==> src/rtl/uart_frame_ctrl.sv <==
// Frame parser behind the 16x UART receiver: SYNC/ADDR/DATA/CHK frames
// write the VU-meter level and control registers; errors and stalls abort a frame.
module uart_frame_ctrl #(
    parameter logic [7:0]  SYNC_BYTE = 8'hA5,
    parameter int unsigned TIMEOUT   = 640,
    parameter logic [7:0]  CTRL_RST  = 8'h01
) (
    input  logic       clkx16,
    input  logic       reset,
    input  logic [7:0] rx_data,
    input  logic       rx_load,
    input  logic       rx_error,
    output logic       rx_clr,
    output logic [7:0] level_l,
    output logic [7:0] level_r,
    output logic [7:0] ctrl,
    output logic       frame_ok,
    output logic       frame_err,
    output logic [7:0] err_cnt
);

    typedef enum logic [2:0] {
        S_SYNC,
        S_ADDR,
        S_DATA,
        S_CHK,
        S_RECOVER
    } state_t;

    // Compared against the pre-increment count so expiry lands on the edge
    // where the count would reach TIMEOUT-1.
    localparam logic [15:0] EXPIRE_AT = 16'(TIMEOUT - 2);

    state_t      r_state, w_state_nxt;
    logic [15:0] r_cnt, w_cnt_nxt;
    logic [1:0]  r_addr, w_addr_nxt;
    logic [7:0]  r_data, w_data_nxt;
    logic        w_ok, w_err, w_clr;

    always_comb begin
        w_state_nxt = r_state;
        w_addr_nxt  = r_addr;
        w_data_nxt  = r_data;
        w_ok        = 1'b0;
        w_err       = 1'b0;
        w_clr       = 1'b0;

        if (r_state == S_RECOVER) begin
            if (!rx_error) begin
                w_state_nxt = S_SYNC;
            end
        end else if (rx_error) begin
            w_state_nxt = S_RECOVER;
            w_err       = 1'b1;
            w_clr       = 1'b1;
        end else if (rx_load) begin
            case (r_state)
                S_SYNC: begin
                    if (rx_data == SYNC_BYTE) begin
                        w_state_nxt = S_ADDR;
                    end
                end
                S_ADDR: begin
                    if (rx_data <= 8'd2) begin
                        w_addr_nxt  = rx_data[1:0];
                        w_state_nxt = S_DATA;
                    end else if (rx_data != SYNC_BYTE) begin
                        w_err       = 1'b1;
                        w_state_nxt = S_SYNC;
                    end
                end
                S_DATA: begin
                    w_data_nxt  = rx_data;
                    w_state_nxt = S_CHK;
                end
                S_CHK: begin
                    if (rx_data == ({6'b0, r_addr} ^ r_data)) begin
                        w_ok = 1'b1;
                    end else begin
                        w_err = 1'b1;
                    end
                    w_state_nxt = S_SYNC;
                end
                default: w_state_nxt = S_SYNC;
            endcase
        end else if (r_state != S_SYNC && r_cnt == EXPIRE_AT) begin
            w_err       = 1'b1;
            w_state_nxt = S_SYNC;
        end

        if (rx_load || w_state_nxt == S_SYNC || w_state_nxt == S_RECOVER) begin
            w_cnt_nxt = '0;
        end else begin
            w_cnt_nxt = r_cnt + 16'd1;
        end
    end

    always_ff @(posedge clkx16 or posedge reset) begin
        if (reset) begin
            r_state   <= S_SYNC;
            r_cnt     <= '0;
            r_addr    <= '0;
            r_data    <= '0;
            rx_clr    <= 1'b0;
            frame_ok  <= 1'b0;
            frame_err <= 1'b0;
            level_l   <= '0;
            level_r   <= '0;
            ctrl      <= CTRL_RST;
            err_cnt   <= '0;
        end else begin
            r_state   <= w_state_nxt;
            r_cnt     <= w_cnt_nxt;
            r_addr    <= w_addr_nxt;
            r_data    <= w_data_nxt;
            rx_clr    <= w_clr;
            frame_ok  <= w_ok;
            frame_err <= w_err;
            if (w_ok) begin
                case (r_addr)
                    2'd0:    level_l <= r_data;
                    2'd1:    level_r <= r_data;
                    2'd2:    ctrl    <= r_data;
                    default: ;
                endcase
            end
            if (w_err && err_cnt != 8'hFF) begin
                err_cnt <= err_cnt + 8'd1;
            end
        end
    end

endmodule

==> config.mk <==
export PLATFORM = sky130hd
export DESIGN_NAME = uart_frame_ctrl
export DESIGN_NICKNAME = d
export VERILOG_FILES = /design/src/rtl/uart_frame_ctrl.sv
export SDC_FILE = /design/constraint.sdc
export NUM_CORES = 1
export LEC_CHECK = 0
export ABC_AREA = 1
export CELL_PAD_IN_SITES_DETAIL_PLACEMENT = 1
export CELL_PAD_IN_SITES_GLOBAL_PLACEMENT = 1
export CORE_UTILIZATION = 40
export CTS_CLUSTER_DIAMETER = 200
export DETAILED_ROUTE_END_ITERATION = 7
export DONT_BUFFER_PORTS = 1
export GPL_TIMING_DRIVEN = 0
export PLACE_DENSITY_LB_ADDON = 0.2
export SYNTH_ARGS = -nofsm -noshare
export SYNTH_HDL_FRONTEND = slang
export SYNTH_SLANG_ARGS = --single-unit
==> constraint.sdc <==
create_clock -name clkx16 -period 2.5 [get_ports clkx16]
set_input_delay 0.25 -clock clkx16 [delete_from_list [all_inputs] [get_ports clkx16]]
set_output_delay 0.25 -clock clkx16 [all_outputs]
set_load 0.02 [all_outputs]
==> run summary <==
CTS tree: yes
post-DR wirelength/cell: 14.3 µm
Slew headroom: 45.2%
Min-Delay Path Depth: 2
main area contributors after synthesis: dfrtp_1 (51%), nand2_1 (13%), nor2_1 (5.1%)
power share of the clock group: 37.3%
# setup viols final: 0
arrival time worst endpoint: 2.28 ns
full die area: 8160 µm²
DRT iter0 DRCs: 43
reg2reg start: r_cnt[0]$_DFF_PP0_
initial antenna violation count: 0
synth-to-layout area growth: 11.0%
HPWL after DPL: 5.35 mm
hold slack: 0.0683 ns
Synth top area share: 50.5%
Critical Path Start Type: flop
Gates resized, CTS repair: 0
Hold WC Path Type: input pin to flop
sw frac: 28.5%
Max FO, Critical Path: 10
Synth cell types: 29
fraction of registers with async set/reset: 100%
Detailed Route WL: 7.14 mm
busiest grt layer: met2
Die Span Y: 90.3 µm
share of layout cells above drive strength 1: 12.2%
power per cell area: 671 nW/µm²
PortBufs: 0
register area share after synthesis: 51.3%
Setup CP Type: flop to flop
FF-to-FF path depth: 12
Main synth FF type: dfrtp_1
met2 Use GR: 35.6%
RSZ-0062 raised after global routing: no
commonest cells after routing, fill and taps aside: nand2_1 (110), dfrtp_1 (63), nor2_1 (42), inv_1 (40), o21ai_1 (22)
placed cells: 483
Via Count: 2497
# DRC: 0
MaxCap Viol Count: 0
number of iterations in the first detailed-routing pass: 6
fin crit period: 2.06 ns
Slew @ Worst Pin: 0.821 ns
Post-Synthesis Cell Area: 3120 µm²
CP endpoint kind: flop
Synth Instances: 383
Final Cycle Share: 82.4%
Post-synth EDFFs: 0
yosys warns: 0
fin cells: 500
top cell type by total area after synthesis: dfrtp_1
Yosys reg bits: 64
Post-CTS Setup Bufs: 0
Worst-path clk slew: 0.07 ns
overall power: 2.33 mW
Slew Viols, Final: 0
clk_skew: 0.0107 ns
hold path startpoint: rx_error
H-tree depth: 3
CTS max path bufs: 2
Rows: 31
Placer Congestion: 0.765
sequential power share: 52.1%
Root Driver: clkbuf_8
Hold EP: r_state[2]$_DFF_PP0_
ANT nets after route: 0
I/O pin total: 47
Max Clk Rate: 485 MHz
core area: 7410 µm²
Final Hold Violating Endpoints: 0
vias per cell: 4.99
Psw: 664 µW
number of CTS-inserted buffers: 9
ANT cells: 0
met3 usage: 4.80%
Initial Utilization: 42.1%
combinational fraction of design power: 10.5%
GRT Util Overall: 19.7%
vias in the first global route: 2748
fill cell count: 912
Reg-to-Reg End: r_cnt[8]$_DFF_PP0_
M1 GR Usage: 22.3%
clk sink count: 64
internal power: 1.66 mW
commonest non-fill, non-tap cell in the layout: nand2_1
status: finished, final reports clean
GRT overflow: 0
WP data required: 2.72 ns
Leak: 1.66 nW
mean post-synth cell area: 8.15 µm²
first-pass GRT wire length: 12.8 mm
VDD IR max: 0.000413 V
Die Wd: 90.3 µm
post-synth net total: 398
worst skew pair latency: 0.34 ns
final net count: 411
R2R setup slack: 0.44 ns
largest net degree at the start of global routing: 40
==> cells by family after synthesis <==
| logic type | after synthesis | synth area share (%) |
|---|---|---|
| AOI/OAI and AO/OA | 43 | 7.62 |
| DFF | 64 | 51.3 |
| buffers and inverters | 55 | 7.21 |
| and+or+nand+nor | 204 | 28.7 |
| adders and majority gates | 3 | 1.20 |
| xor gates and xnor gates | 14 | 3.93 |
==> power groups by stage <==
stage                     combinational (mW)  sequential [mW]  clock, mW
after floorplan                        0.193             1.21          0
after global placement                 0.231             1.23          0
after detailed placement               0.248             1.23          0
after CTS                              0.249             1.21      0.894
after global routing                   0.297             1.23      0.930
final                                  0.245             1.21      0.869
==> state kept, by name, indices dropped and copies added (netlist names) <==
register   count
frame_err      1
r_addr         2
r_cnt         16
level_r        8
r_state        3
level_l        8
r_data         8
ctrl           8
rx_clr         1
frame_ok       1
err_cnt        8
==> layer usage <==
metal  wire [µm]  vias to the layer above  part of all wire (%)
li1            -                     1242                     -
met1        3100                     1202                    43
met2        3650                       45                    51
met3         280                        8                   3.9
met5           0                        -                     0
met4         114                        0                   1.6
==> cells in the mapped netlist (6+ instances only) <==
| library cell | number |
|---|---|
| nand3_1 | 15 |
| dfrtp_1 | 63 |
| nand2_1 | 110 |
| o21ai_0 | 10 |
| o21ai_2 | 6 |
| inv_2 | 7 |
| inv_1 | 41 |
| xor2_1 | 11 |
| nand4_1 | 18 |
| nor2_1 | 42 |
| o21ai_1 | 22 |
==> critical path, cell delays in order, from the launching register on <==
cell and delay (ns):
dfrtp_1 0.42, inv_1 0.07, ha_1 0.15, nand4_1 0.09, nor2_1 0.14, nand4_1 0.13, nor2_1 0.18, inv_1 0.08
nand3_1 0.11, nand2_1 0.06, nand2_1 0.18, buf_2 0.27, nor2_1 0.06
==> worst max path at each step <==
| stage | cells after the start | start | to | slack [ns] |
|---|---|---|---|---|
| final | 12 | r_cnt[0]$_DFF_PP0_ | r_cnt[8]$_DFF_PP0_ | 0.44 |
| after global routing | 12 | r_cnt[0]$_DFF_PP0_ | r_cnt[11]$_DFF_PP0_ | 0.15 |
| after global placement | 1 | reset | err_cnt[4]$_DFFE_PP0P_ | -0.10 |
| after CTS | 12 | r_cnt[0]$_DFF_PP0_ | r_cnt[8]$_DFF_PP0_ | 0.38 |
| after detailed placement | 12 | r_cnt[0]$_DFF_PP0_ | r_cnt[3]$_DFF_PP0_ | 0.41 |
| after floorplan | 1 | reset | ctrl[1]$_DFFE_PP0P_ | 0.65 |
==> final cells by class <==
class                      count  area (µm²)  area share, %
inverter                      49         184           5.31
sequential                    64        1600           46.2
timing repair buffer           2        30.0          0.866
multi-input combinational    264        1290           37.3
buffer                         6        41.3           1.19
clock buffer                  12         145           4.19
tap                           99         124           3.57
clock inverter                 4        45.0           1.30
==> stage by stage <==
step           setup slack (ns)  utilization [%]  instance area [µm²]  TNS (ns)
3_3_place_gp             -0.103             43.8                 3250     -6.32
4_1_cts                   0.377             46.8                 3470         0
3_5_place_dp              0.405             44.1                 3270         0
5_1_grt                   0.148             46.8                 3470         0
6_report                  0.439             46.8                 3470         0
2_1_floorplan             0.654                -                 3120         0
==> what timing repair did <==
action	4_1_cts	5_1_grt
hold buffers	1	0
setup endpoints to repair	0	0
endpoints found under the hold margin	37	0
(Power assumes the default switching activity.)
